===== src/rtl/score_counter_bcd_pkg.sv =====
// ---------------------------------------------------------------------------
// score_pkg
// Shared definitions for the BCD score engine:
//   BCD_W / BCD_MAX  - width and largest value of one BCD digit
//   bcd_vec_t        - widest packed BCD vector handled by bcd_gt (16 digits)
//   drain_state_t    - bonus drain state machine encoding
//   bcd_gt(a, b)     - 1 when packed BCD a is numerically greater than b
// ---------------------------------------------------------------------------
package score_pkg;

    localparam int BCD_W = 4;
    localparam logic [BCD_W-1:0] BCD_MAX = 4'd9;
    localparam int BCD_VEC_DIGITS = 16;

    typedef logic [BCD_W*BCD_VEC_DIGITS-1:0] bcd_vec_t;

    typedef enum logic {
        S_IDLE,
        S_DRAIN
    } drain_state_t;

    // The most significant differing digit decides; for valid BCD this is the
    // same as a numeric compare. Narrower scores are zero-extended by callers.
    function automatic logic bcd_gt(input bcd_vec_t a, input bcd_vec_t b);
        logic gt;
        logic decided;
        gt      = 1'b0;
        decided = 1'b0;
        for (int i = BCD_VEC_DIGITS - 1; i >= 0; i--) begin
            if (!decided && (a[i*BCD_W +: BCD_W] != b[i*BCD_W +: BCD_W])) begin
                gt      = a[i*BCD_W +: BCD_W] > b[i*BCD_W +: BCD_W];
                decided = 1'b1;
            end
        end
        return gt;
    endfunction

endpackage


===== src/rtl/score_counter_bcd_incrementer.sv =====
// ---------------------------------------------------------------------------
// bcd_incrementer
// Combinational +1 on a packed BCD value (digit 0 in bits [3:0]).
//   value     in   BCD_W*DIGITS  packed BCD operand
//   value_inc out  BCD_W*DIGITS  value + 1, wrapping all-9s to all-0s
//   carry_out out  1             1 iff value is all 9s
// ---------------------------------------------------------------------------
module bcd_incrementer
    import score_pkg::*;
#(
    parameter int DIGITS = 4
) (
    input  logic [BCD_W*DIGITS-1:0] value,
    output logic [BCD_W*DIGITS-1:0] value_inc,
    output logic                    carry_out
);

    logic carry;

    // Ripple the carry from digit 0 upward: a 9 rolls to 0 and passes the
    // carry on, the first non-9 digit absorbs it.
    always_comb begin
        carry     = 1'b1;
        value_inc = value;
        for (int i = 0; i < DIGITS; i++) begin
            if (carry) begin
                if (value[i*BCD_W +: BCD_W] == BCD_MAX) begin
                    value_inc[i*BCD_W +: BCD_W] = '0;
                end else begin
                    value_inc[i*BCD_W +: BCD_W] = value[i*BCD_W +: BCD_W] + BCD_W'(1);
                    carry = 1'b0;
                end
            end
        end
        carry_out = carry;
    end

endmodule


===== src/rtl/score_counter_bcd.sv =====
// ---------------------------------------------------------------------------
// score_counter_bcd
// Game score engine: a prescaler produces auto-increment ticks, a handshaked
// bonus port queues extra points that drain one per cycle, and the score is
// kept in packed BCD with a high score latched on round clear.
//   clk          in   1        system clock
//   rst_n        in   1        asynchronous active-low reset
//   run          in   1        1 = counting; 0 = prescaler and drain frozen
//   clear        in   1        round clear: update high score, zero score
//   bonus_valid  in   1        bonus request
//   bonus_pts    in   PTS_W    bonus points, binary
//   bonus_ready  out  1        bonus accepted this cycle if valid
//   tick         out  1        one-cycle pulse per prescaler terminal count
//   score_bcd    out  4*DIGITS current score, packed BCD
//   high_bcd     out  4*DIGITS high score, packed BCD
//   saturated    out  1        sticky: increment blocked at max (WRAP_MODE=0)
//   overflow     out  1        one-cycle pulse on wrap to zero (WRAP_MODE=1)
// ---------------------------------------------------------------------------
module score_counter_bcd
    import score_pkg::*;
#(
    parameter int TICK_DIV  = 50_000_000,
    parameter int DIGITS    = 4,
    parameter int PTS_W     = 4,
    parameter int WRAP_MODE = 0
) (
    input  logic                    clk,
    input  logic                    rst_n,
    input  logic                    run,
    input  logic                    clear,
    input  logic                    bonus_valid,
    input  logic [PTS_W-1:0]        bonus_pts,
    output logic                    bonus_ready,
    output logic                    tick,
    output logic [BCD_W*DIGITS-1:0] score_bcd,
    output logic [BCD_W*DIGITS-1:0] high_bcd,
    output logic                    saturated,
    output logic                    overflow
);

    localparam int SCORE_W = BCD_W * DIGITS;
    localparam int PRESC_W = $clog2(TICK_DIV);
    localparam logic [PRESC_W-1:0] PRESC_LAST = PRESC_W'(TICK_DIV - 1);

    logic [PRESC_W-1:0] presc_q;
    logic [PTS_W-1:0]   pending_q, pending_d;
    drain_state_t       state_q, state_d;

    logic               tick_hit;
    logic               drain_step;
    logic               inc_req;
    logic               transfer;
    logic [SCORE_W-1:0] score_inc;
    logic               score_carry;
    bcd_vec_t           score_ext;
    bcd_vec_t           high_ext;

    // Value the score takes on an increment request. score_inc already wraps
    // all-9s to zero, so only the saturating case needs to pick another value.
    function automatic logic [SCORE_W-1:0] sat_or_wrap(
        input logic [SCORE_W-1:0] cur,
        input logic [SCORE_W-1:0] inc,
        input logic               at_max
    );
        if (!at_max) begin
            return inc;
        end
        return (WRAP_MODE != 0) ? '0 : cur;
    endfunction

    bcd_incrementer #(
        .DIGITS(DIGITS)
    ) u_inc (
        .value    (score_bcd),
        .value_inc(score_inc),
        .carry_out(score_carry)
    );

    always_comb begin
        score_ext = '0;
        high_ext  = '0;
        score_ext[SCORE_W-1:0] = score_bcd;
        high_ext[SCORE_W-1:0]  = high_bcd;
    end

    // Increment arbitration: a tick always wins the single +1 slot and the
    // drain simply waits a cycle, so no point is ever dropped. clear kills
    // both (a tick on the clear cycle is discarded).
    always_comb begin
        tick_hit   = run && !clear && (presc_q == PRESC_LAST);
        drain_step = (state_q == S_DRAIN) && run && !clear && !tick_hit;
        inc_req    = tick_hit || drain_step;
        transfer   = bonus_valid && bonus_ready;
    end

    assign bonus_ready = (pending_q == '0) && !clear;

    // Drain state machine: next state and pending count
    always_comb begin
        state_d   = state_q;
        pending_d = pending_q;
        if (clear) begin
            state_d   = S_IDLE;
            pending_d = '0;
        end else begin
            case (state_q)
                S_IDLE: begin
                    if (transfer) begin
                        pending_d = bonus_pts;
                        // Zero-point bonus is accepted but leaves us idle.
                        if (bonus_pts != '0) begin
                            state_d = S_DRAIN;
                        end
                    end
                end
                S_DRAIN: begin
                    if (drain_step) begin
                        pending_d = pending_q - PTS_W'(1);
                        if (pending_q == PTS_W'(1)) begin
                            state_d = S_IDLE;
                        end
                    end
                end
                default: begin
                    state_d   = S_IDLE;
                    pending_d = '0;
                end
            endcase
        end
    end

    always_ff @(posedge clk or negedge rst_n) begin
        if (!rst_n) begin
            state_q   <= S_IDLE;
            pending_q <= '0;
        end else begin
            state_q   <= state_d;
            pending_q <= pending_d;
        end
    end

    // Registered score, prescaler and status flags
    always_ff @(posedge clk or negedge rst_n) begin
        if (!rst_n) begin
            presc_q   <= '0;
            tick      <= 1'b0;
            score_bcd <= '0;
            high_bcd  <= '0;
            saturated <= 1'b0;
            overflow  <= 1'b0;
        end else begin
            tick     <= tick_hit;
            overflow <= 1'b0;
            if (clear) begin
                if (bcd_gt(score_ext, high_ext)) begin
                    high_bcd <= score_bcd;
                end
                score_bcd <= '0;
                presc_q   <= '0;
                saturated <= 1'b0;
            end else begin
                if (run) begin
                    presc_q <= tick_hit ? '0 : presc_q + PRESC_W'(1);
                end
                if (inc_req) begin
                    score_bcd <= sat_or_wrap(score_bcd, score_inc, score_carry);
                    if (score_carry) begin
                        if (WRAP_MODE != 0) begin
                            overflow <= 1'b1;
                        end else begin
                            saturated <= 1'b1;
                        end
                    end
                end
            end
        end
    end

endmodule


===== config.mk =====
export PLATFORM = sky130hd
export DESIGN_NAME = score_counter_bcd
export DESIGN_NICKNAME = d
export VERILOG_FILES = /design/src/rtl/score_counter_bcd_pkg.sv /design/src/rtl/score_counter_bcd_incrementer.sv /design/src/rtl/score_counter_bcd.sv
export SDC_FILE = /design/constraint.sdc
export NUM_CORES = 1
export LEC_CHECK = 0
export CORE_MARGIN = 3
export CORE_UTILIZATION = 50
export DETAILED_ROUTE_END_ITERATION = 8
export PLACE_DENSITY = 0.85
export SKIP_LAST_GASP = 1
export SLEW_MARGIN = 40
export SYNTH_ARGS = -nofsm -noshare
export SYNTH_HDL_FRONTEND = slang
export SYNTH_SLANG_ARGS = --single-unit

===== constraint.sdc =====
create_clock -name clk -period 2.1 [get_ports clk]
set_input_delay 0.63 -clock clk [delete_from_list [all_inputs] [get_ports clk]]
set_output_delay 0.63 -clock clk [all_outputs]
set_load 0.02 [all_outputs]

==> results.md, run 1 <==
- Fin. Hold Viols: 0
- Comb power frac: 65.4%
- Clock-pin slew on the worst setup and hold paths: 0.08 ns
- Port bufs: 43
- Top Ports: 45
- Sw frac: 47.5%
- Crit path max-delay family: compound AO/OA/AOI/OAI gates
- Htree depth: 3
- Crit path max fanout: 8
- Core Region: 0.00834 sq mm
- Pleak: 2.90 nW
- Nature of the critical path startpoint: flip-flop
- N_diodes: 0
- CP Class: reg -> reg
- Cts bufs inserted: 9
- Finish-stage setup viols: 19
- GRT Util Overall: 28.1%
- Total Wirelength: 15.5 mm
- Combinational family with the most area after synthesis: compound AO/OA/AOI/OAI gates
- Adder-Cell Fraction of Synth Area: 7.73%
- Initial antenna violation count: 0
- Area contributors post-synth: dfrtp_1, ha_1, nand3_1
- Placed wire-length estimate: 9.37 mm
- Row count: 33
- Detailed-route via count: 5082
- Drt wl/cell: 20.7 microns
- Initial Util: 52.4%
- CP bufs+invs: 2
- Post-synthesis mux area share: 1.69%
- Synth Area in XOR/XNOR: 0.200%
- Post-synthesis compound-gate area fraction: 24.5%
- Failing checks: negative setup slack
- Synth Register Bits: 65
- Share of cells above drive strength 1: 28.8%
- HP Class: in -> async
- Final layout net count: 675
- Design Area, Final: 0.00634 sq mm
- Vias in the first global route: 4797
- Post-Synthesis Cell Area: 0.00437 sq mm
- Worst path max stage delay: 0.42 ns
- RD Place Congestion: 0.883
- MaxCap Viol Count: 0
- Hold Slack: 0.157 ns
- Post-place setup slack: -0.633 ns
- Global-route wire length before repair: 22.8 mm
- Post-Syn Instances: 506
- Pwr per Cell Area: 1340 mW/mm^2
- Die ar.: 0.00990 sq mm
- Nature of the critical path endpoint: flip-flop
- Post-synth top flop: dfrtp_1
- Setup TNS Final: -0.828 ns
- Routed vias/inst: 6.79
- Fmax: 458 MHz
- Syn. warnings: 0
- CTS max path bufs: 2
- Layout area overhead: 45.2%
- Commonest non-fill, non-tap cells in the layout: buf_4, dfrtp_1, nand3_1
- Tcrit/Tclk final: 104%
- Die width: 99.5 microns
- Post-synth top area cell: dfrtp_1
- CTS tree: yes
- Tmin final: 2.18 ns
- Placed cell area: 0.00557 sq mm
- Height of the die: 99.5 microns
- Net Switching: 4.05 mW
- Sequential Power Share: 21.5%
- Seq/Total Area, Yosys: 37.2%
- CP Cell Sequence: inv_1, ha_1, nand4_1, a41oi_4, buf_4, a2bb2oi_4, o211ai_1, nand3_1
- Max Transition Viols Final: 0
- Worst Clk Skew: 0.0115 ns
- Worst-Skew Late Latency: 0.35 ns
- Critical path arrival: 2.46 ns
- Post-synth cell types: 58
- Slowest CP cell: dfrtp_1
- Outcome: finished, violations left
- Commonest non-fill, non-tap cell in the layout: buf_4
- Grt total ovfl: 0
- Hold Buf Count CTS: 0
- Root Buffer: clkbuf_8
- Pin count of the biggest net entering global routing: 55
- EDFF count, synth: 0
- RSZ-0062 raised after global routing: true
- Final setup margin: -0.0813 ns
- Residual DRC count: 0
- Synth async-reset ratio: 100%
- Top cell type's share of synthesized area: 37.2%
- DRT Pass-1 Iters: 5
- Synth Area in Simple Gates: 22.6%
- Worst VDD drop: 0.000987 V
- Cell internal pwr: 4.47 mW
- Net Count, Synth: 542
- Syn avg cell area: 8.63 sq um
- Data required, critical path: 2.38 ns
- Initial DRC count: 514
- Clock sinks: 65
- DRT antenna net count: 0
- Clock power frac: 13.1%
## metrics by stage
step           cells  total power, mW  util, %
4_1_cts          731             7.09     70.5
3_5_place_dp     713             5.90     66.8
6_report         748             8.53     76.1
2_1_floorplan    506             4.17        -
3_3_place_gp     713             5.71     66.8
5_1_grt          748             8.86     76.1
## power by group through the flow
stage	logic, mW	clock network, mW	registers [mW]
after floorplan	2.06	0	2.11
after global placement	3.93	0	1.78
after detailed placement	4.10	0	1.80
after CTS	4.19	1.12	1.78
after global routing	5.82	1.18	1.86
final	5.57	1.12	1.83
## what timing repair did
item                                    CTS  global route
pin swaps                                 9            19
gates resized for setup                  34            55
buffers inserted                          3            14
cloned                                    0             3
endpoints found under the setup margin   59            58
## logic make-up (layout without fill, tap and decap cells)
family,Yosys count,after routing
fa+ha+maj,27,27
mux,7,7
other cells,1,1
xor+xnor,1,1
simple gates,187,188
flops,65,65
compound gates,149,150
buf+inv,69,204
## cells in the mapped netlist, drive strengths merged (2+ instances only)
| master | number |
|---|---|
| dfrtp | 65 |
| nand3 | 57 |
| inv | 40 |
| nor2 | 33 |
| ha | 27 |
| nand2 | 27 |
| clkbuf | 25 |
| a21oi | 22 |
| o211ai | 21 |
| a41oi | 20 |
| a211oi | 17 |
| o21ai | 15 |
| nand4 | 14 |
| a31oi | 13 |
| a21o | 11 |
| nor4 | 8 |
| or3 | 8 |
| o41ai | 7 |
| or4 | 7 |
| and3 | 6 |
| nor3 | 6 |
| buf | 4 |
| mux2i | 4 |
| nor2b | 4 |
| o21a | 4 |
| or2 | 4 |
| mux2 | 3 |
| nor3b | 3 |
| a22o | 2 |
| a311oi | 2 |
| and3b | 2 |
| and4 | 2 |
| nor4b | 2 |
| o221ai | 2 |
| o2bb2ai | 2 |
## registers in the layout, summed over array words and instances (netlist names)
signal,count
state_q,1
pending_q,4
score_bcd,16
saturated,1
tick,1
high_bcd,16
presc_q,26
## cell type report
| type | count | area [sq um] |
|---|---|---|
| multi-input combinational | 374 | 2900 |
| sequential | 65 | 1630 |
| fill | 520 | 2000 |
| clock buffer | 12 | 155 |
| clock inverter | 3 | 40.0 |
| inverter | 40 | 150 |
| tap | 105 | 131 |
| timing repair buffer | 149 | 1340 |
## per-layer routing
metal / up-vias / share of wire [%] / track usage (%)
met1: 2452 / 37 / 35.0
met3: 75 / 9.4 / 4.49
li1: 2209 / - / -
met4: 0 / 4.0 / 12.2
met5: - / 0 / 0
met2: 346 / 49 / 48.3
## final timing paths
check	from	to	slack [ns]	cells past startpoint
min in group clk	saturated	saturated	0.52	1
max reg2reg	high_bcd[7]	high_bcd[11]	-0.08	8
max	high_bcd[7]	high_bcd[11]	-0.08	8
min	rst_n	high_bcd[2]	0.16	1
max in group asynchronous	rst_n	score_bcd[12]	1.31	2
min reg2reg	saturated	saturated	0.52	1
(Power assumes the default switching activity.)
==> run 2: changes to the inputs <==
--- a/config.mk
+++ b/config.mk
@@ -5,7 +5,6 @@
 export SDC_FILE = /design/constraint.sdc
 export NUM_CORES = 1
 export LEC_CHECK = 0
-export CORE_MARGIN = 3
 export CORE_UTILIZATION = 50
 export DETAILED_ROUTE_END_ITERATION = 8
 export PLACE_DENSITY = 0.85
==> run 2 against run 1 <==
The run still ends with negative setup slack left. Register-to-register slack gained 0.04 ns. Combinational power shrank 18%. Highest routed layer unchanged. Maximum frequency increased by 2.0%. Largest power group unchanged. Sequential cell count stayed put. Total power is 9.8% lower. Die area shrank 7.9%.
==> results.md, run 2 (same netlist as run 1, synthesis figures left out) <==
- Grt total ovfl: 0 (unchanged)
- Drt wl/cell: 18.2 microns (-12%)
- R2R cell count: 6 (-2)
- Fill cell count: 587 (+13%)
- Reg-to-reg startpoint: presc_q[0]
- Height of the die: 95.5 microns (-4.0%)
- Tcrit/Tclk final: 102% (-2.0 points)
- Final Util: 72.4% (-3.6 points)
- Slowest CP cell: or4_4
- Crit path max-delay family: simple AND/OR/NAND/NOR gates
- Setup TNS Final: -0.0794 ns (+0.748 ns)
- Hold Slack: 0.273 ns (+0.116 ns)
- Core Region: 0.00834 sq mm (unchanged)
- Clock power frac: 17.2% (+4.1 points)
- Worst-Skew Late Latency: 0.36 ns (about the same)
- Slew HR: 56.8%
- Pwr per Cell Area: 1270 mW/mm^2 (-5.3%)
- CTS max path bufs: 2 (unchanged)
- Final setup margin: -0.0390 ns (+0.0422 ns)
- Max Transition Viols Final: 0 (unchanged)
- Worst path max stage delay: 0.56 ns (+0.14 ns)
- CP bufs+invs: 0 (-2)
- Finish-stage setup viols: 4 (-15)
- Global-route wire length before repair: 21.7 mm (-4.8%)
- Sequential Power Share: 23.3% (+1.8 points)
- Cell internal pwr: 4.28 mW (-4.4%)
- Outcome: finished, violations left
- Commonest non-fill, non-tap cell in the layout: buf_4
- Htree depth: 3 (unchanged)
- Cts bufs inserted: 9 (unchanged)
- DRT antenna net count: 0 (unchanged)
- Row count: 33 (unchanged)
- CTS tree: yes
- Critical path arrival: 2.39 ns (-0.07 ns)
- Detailed-route via count: 4749 (-6.6%)
- Total Wirelength: 13.3 mm (-14%)
- Initial Util: 52.4% (unchanged)
- WP depth: 6 (-2)
- Share of cells above drive strength 1: 23.8% (-4.9 points)
- Commonest non-fill, non-tap cells in the layout: buf_4, dfrtp_1, nand3_1
- Fin. Hold Viols: 0 (unchanged)
- CP startpoint: presc_q[0]
- Biggest register: presc_q
- Residual DRC count: 0 (unchanged)
- Worst Clk Skew: 0.00966 ns (-0.00186 ns)
- Post-place setup slack: -0.669 ns (-0.0357 ns)
- Worst r2r dst: score_bcd[15]
- Worst VDD drop: 0.000971 V (-1.6%)
- Design Area, Final: 0.00604 sq mm (-4.8%)
- Sw frac: 44.4% (-3.2 points)
- RD Place Congestion: 0.950 (+7.7%)
- Placed cells: 714 (+0.14%)
- Die ar.: 0.00912 sq mm (-7.9%)
- Net Switching: 3.41 mW (-16%)
- Placed wire-length estimate: 9.23 mm (-1.5%)
- CP Capture Point: score_bcd[15]
- Fmax: 468 MHz (+2.0%)
- Pin count of the biggest net entering global routing: 66 (+20%)
- Routed vias/inst: 6.47 (-4.8%)
- CP Class: reg -> reg
- Total area of sequential cells: 0.00163 sq mm (unchanged)
- Tmin final: 2.14 ns (-0.0422 ns)
- Nature of the critical path endpoint: flip-flop
- Vias in the first global route: 4542 (-5.3%)
- Crit path max fanout: 4 (-4)
- MaxCap Viol Count: 0 (unchanged)
- Top Ports: 45 (unchanged)
- Biggest regs: presc_q x26, high_bcd x16, score_bcd x16
- Fin cells: 734 (-1.9%)
- Initial antenna violation count: 0 (unchanged)
- Failing checks: negative setup slack
- RSZ-0062 raised after global routing: true
- Clock sinks: 65 (unchanged)
- HP Class: in -> async
- Multi-input gate area: 0.00270 sq mm (-6.8%)
- Power consumption: 7.69 mW (-9.8%)
- Slew @ Worst Pin: 0.647 ns
- Final layout net count: 660 (-2.2%)
- Flop2flop setup slack: -0.04 ns (+0.04 ns)
- Layout area overhead: 38.3%
- Clock-pin slew on the worst setup and hold paths: 0.08 ns (about the same)
- Initial DRC count: 347 (-32%)
- Root Buffer: clkbuf_8
- Nature of the critical path startpoint: flip-flop
- Placed cell area: 0.00557 sq mm (about the same)
- Port bufs: 43 (unchanged)
- CP Cell Sequence: ha_2, nand3_2, or4_4, o21a_4, or3_4, o41ai_2
- DRT Pass-1 Iters: 5 (unchanged)
- N_diodes: 0 (unchanged)
- Hold Buf Count CTS: 0 (unchanged)
- Pleak: 2.75 nW (-5.4%)
- Comb power frac: 59.6% (-5.8 points)
- Data required, critical path: 2.35 ns (-0.03 ns)
- GRT Util Overall: 30.6% (+2.5 points)
- Max reg flops: 26 (unchanged)
- Die width: 95.5 microns (-4.0%)
## run 2: cell count changes in the layout (fill, tap and decap cells not counted), sizes merged, moves of 2 or more
cell | before | now
buf | 107 | 95
bufinv | 1 | 3
clkbuf | 13 | 11
dlygate4sd2 | 11 | 14
dlymetal6s2s | 7 | 4
## run 2: worst reg2reg max path, delay by kind of cell (launching register included)
family                     cells  cell delay, ns
adders and majority gates      1            0.19
DFF                            1            0.36
AOI/OAI and AO/OA              2            0.45
and+or+nand+nor                3            1.03
## run 2: cell type report
| type | instances | area share (%) |
|---|---|---|
| multi-input combinational | 372 | 44.7 |
| sequential | 65 | 27.0 |
| timing repair buffer | 136 | 19.7 |
| inverter | 40 | 2.49 |
| clock buffer | 11 | 2.17 |
| tap | 105 | 2.17 |
| clock inverter | 5 | 1.72 |
## run 2: routing by layer
layer | track usage, % | vias to the layer above | share of wire [%]
met5 | 0 | - | 0
met4 | 16.4 | 0 | 2.1
met3 | 5.34 | 30 | 7.9
met2 | 48.9 | 231 | 49
met1 | 39.3 | 2317 | 41
li1 | - | 2171 | -
## run 2: worst min path at each step
stage | startpoint | to | slack, ns | cells after the start
after CTS | rst_n | high_bcd[6] | 0.29 | 2
after floorplan | rst_n | high_bcd[0] | 0.33 | 0
final | rst_n | high_bcd[6] | 0.27 | 2
after global routing | rst_n | high_bcd[6] | 0.31 | 2
after global placement | saturated | saturated | 0.49 | 1
after detailed placement | saturated | saturated | 0.50 | 1
## run 2: what timing repair did
item | CTS | global route
setup endpoints to repair | 47 | 41
resized for setup | 35 | 22
gates cloned | 0 | 0
buffers inserted | 0 | 4
pin swaps | 6 | 9
## run 2: power by group through the flow
stage,combinational [mW],clock (mW),sequential [mW]
floorplan,2.06,0,2.11
global placement,3.97,0,1.77
detailed placement,4.13,0,1.79
CTS,4.21,1.33,1.77
global route,4.95,1.38,1.81
finish,4.58,1.32,1.79
==> run 3: changes to the inputs <==
--- a/config.mk
+++ b/config.mk
@@ -7,7 +7,8 @@
 export LEC_CHECK = 0
 export CORE_UTILIZATION = 50
 export DETAILED_ROUTE_END_ITERATION = 8
-export PLACE_DENSITY = 0.85
+export DONT_BUFFER_PORTS = 1
+export PLACE_DENSITY = 0.79
 export SKIP_LAST_GASP = 1
 export SLEW_MARGIN = 40
 export SYNTH_ARGS = -nofsm -noshare
==> run 3 against run 2 <==
The flow finishes with violations (negative hold slack, negative setup slack). First-iteration DRC count down 15%. Via count down 4.2%. Critical path depth unchanged. Register-to-register slack worse by 0.02 ns. Total power down 8.9%. Count of clock-buffer cells in the layout unchanged. Worst setup slack worse by 0.016 ns. Final area down 8.5%. Utilization down 6.2 points. Die area unchanged. Largest cell class unchanged. Largest power group unchanged. Highest routed layer unchanged.
==> results.md, run 3 (same netlist as run 1, synthesis figures left out) <==
- Slowest CP cell: or4_4
- Worst path max stage delay: 0.56 ns (about the same)
- Max Transition Viols Final: 0 (unchanged)
- Nature of the critical path startpoint: flip-flop
- Detailed-route via count: 4548 (-4.2%)
- Pleak: 2.46 nW (-11%)
- Fin. Hold Viols: 65 (+65)
- Top Ports: 45 (unchanged)
- Net Switching: 3.32 mW (-2.7%)
- Cts bufs inserted: 9 (unchanged)
- Commonest non-fill, non-tap cells in the layout: buf_4, dfrtp_1, nand3_1
- Initial antenna violation count: 0 (unchanged)
- MaxCap Viol Count: 0 (unchanged)
- Global-route wire length before repair: 20.2 mm (-7.0%)
- Pin count of the biggest net entering global routing: 66 (unchanged)
- N_diodes: 0 (unchanged)
- CTS max path bufs: 2 (unchanged)
- Worst-Skew Late Latency: 0.36 ns (about the same)
- Pwr per Cell Area: 1270 mW/mm^2 (-0.42%)
- Clock sinks: 65 (unchanged)
- Multi-input gate area: 0.00271 sq mm (+0.42%)
- Initial DRC count: 295 (-15%)
- Nature of the critical path endpoint: flip-flop
- Root Buffer: clkbuf_8
- Vias in the first global route: 4299 (-5.4%)
- Outcome: finished, violations left
- Design Area, Final: 0.00553 sq mm (-8.5%)
- Critical path arrival: 2.42 ns (+0.03 ns)
- Hold Slack: -0.0416 ns (-0.315 ns)
- Grt total ovfl: 0 (unchanged)
- Die width: 95.5 microns (unchanged)
- DRT Pass-1 Iters: 5 (unchanged)
- Clock power frac: 14.1% (-3.1 points)
- Failing checks: negative hold slack, negative setup slack
- Final layout net count: 616 (-6.7%)
- Final setup margin: -0.0551 ns (-0.0161 ns)
- Sequential Power Share: 24.8% (+1.5 points)
- Fmax: 464 MHz (-0.75%)
- RSZ-0062 raised after global routing: true
- Total Wirelength: 12.8 mm (-4.4%)
- Die ar.: 0.00912 sq mm (unchanged)
- Initial Util: 52.4% (unchanged)
- Sw frac: 47.4% (+3.0 points)
- Placed cells: 666 (-6.7%)
- Commonest non-fill, non-tap cell in the layout: buf_4
- Htree depth: 3 (unchanged)
- CP bufs+invs: 0 (unchanged)
- GRT Util Overall: 28.6% (-2.0 points)
- Clock-pin slew on the worst setup and hold paths: 0.08 ns (about the same)
- Max reg flops: 26 (unchanged)
- Placed cell area: 0.00508 sq mm (-8.9%)
- Worst VDD drop: 0.000939 V (-3.4%)
- Final Util: 66.3% (-6.2 points)
- Biggest regs: presc_q x26, high_bcd x16, score_bcd x16
- Routed vias/inst: 6.59 (+1.9%)
- Residual DRC count: 0 (unchanged)
- Fin cells: 690 (-6.0%)
- Power consumption: 7.00 mW (-8.9%)
- Slew HR: 52.4% (-4.4 points)
- Total area of sequential cells: 0.00163 sq mm (-0.15%)
- Core Region: 0.00834 sq mm (unchanged)
- Crit path max fanout: 6 (+2)
- CTS tree: yes
- Tmin final: 2.16 ns (+0.0161 ns)
- CP Class: reg -> reg
- Comb power frac: 61.1% (+1.5 points)
- Height of the die: 95.5 microns (unchanged)
- Port bufs: 0 (-100%)
- Biggest register: presc_q
- Row count: 33 (unchanged)
- Layout area overhead: 26.5%
- Fill cell count: 632 (+7.7%)
- Cell internal pwr: 3.69 mW (-14%)
- Finish-stage setup viols: 11 (+7)
- Placed wire-length estimate: 8.61 mm (-6.7%)
- HP Class: in -> async
- Post-place setup slack: -0.253 ns (+0.416 ns)
- DRT antenna net count: 0 (unchanged)
- CP Cell Sequence: ha_4, nand3_4, or4_4, o21a_4, or3_4, o41ai_4
- Share of cells above drive strength 1: 24.8% (+0.94 points)
- Data required, critical path: 2.36 ns (about the same)
- Worst Clk Skew: 0.0139 ns (+0.00427 ns)
- Tcrit/Tclk final: 103% (+0.77 points)
- RD Place Congestion: 0.901 (-5.1%)
- Slew @ Worst Pin: 0.714 ns (+0.0666 ns)
- Crit path max-delay family: simple AND/OR/NAND/NOR gates
- Drt wl/cell: 18.5 microns (+1.7%)
-- run 3: changes by cell type in the layout (fill, tap and decap cells not counted), moves of 3 or more --
cell             before  now
buf_12                6    3
bufinv_16             3    0
clkdlybuf4s50_1      23    0
dlygate4sd2_1        14    0
dlymetal6s2s_1        4    0
-- run 3: routing by layer --
metal / global-route usage (%) / vias up / routed length (microns)
li1: - / 2089 / -
met1: 34.5 / 2203 / 5080
met2: 49.2 / 223 / 6390
met3: 6.38 / 33 / 991
met4: 11.7 / 0 / 297
met5: 0 / - / 0
-- run 3: per-stage QoR --
| stage | TNS (ns) | hold slack (ns) |
|---|---|---|
| 5_1_grt | -1.96 | -0.0548 |
| 6_report | -0.298 | -0.0416 |
| 4_1_cts | -0.342 | -0.0456 |
| 3_3_place_gp | -1.94 | 0.336 |
| 3_5_place_dp | -3.08 | 0.336 |
| 2_1_floorplan | -1.05 | 0.334 |
-- run 3: layout make-up --
class | count | area share, %
multi-input cells | 373 | 49.0
flip-flops and latches | 65 | 29.5
repair buffers | 91 | 13.1
clock buffers | 11 | 2.74
inverters | 40 | 2.72
well taps | 105 | 2.38
clock inverters | 5 | 0.543
-- run 3: repair_timing --
| item | in CTS | in global routing |
|---|---|---|
| buffers inserted | 5 | 2 |
| hold endpoints to repair | 65 | 65 |
| gates resized for setup | 11 | 21 |
| pin swaps | 4 | 8 |
| cloned | 0 | 1 |
| endpoints found under the setup margin | 35 | 33 |
-- run 3: power by group through the flow --
stage / clock, mW / sequential (mW) / combinational (mW)
2_1_floorplan: 0 / 2.11 / 2.06
3_3_place_gp: 0 / 1.73 / 3.61
3_5_place_dp: 0 / 1.75 / 3.78
4_1_cts: 0.990 / 1.72 / 4.07
5_1_grt: 1.05 / 1.76 / 4.60
6_report: 0.988 / 1.74 / 4.28
-- run 3: worst paths after layout --
path,startpoint,endpoint,slack [ns],depth (start not counted)
setup / recovery,presc_q[1],score_bcd[15],-0.06,6
hold / removal,rst_n,score_bcd[8],-0.04,0
hold reg to reg,presc_q[6],presc_q[6],0.55,2
min in group clk,clear,presc_q[6],0.34,1
setup reg to reg,presc_q[1],score_bcd[15],-0.06,6
max in group asynchronous,rst_n,score_bcd[14],2.02,0
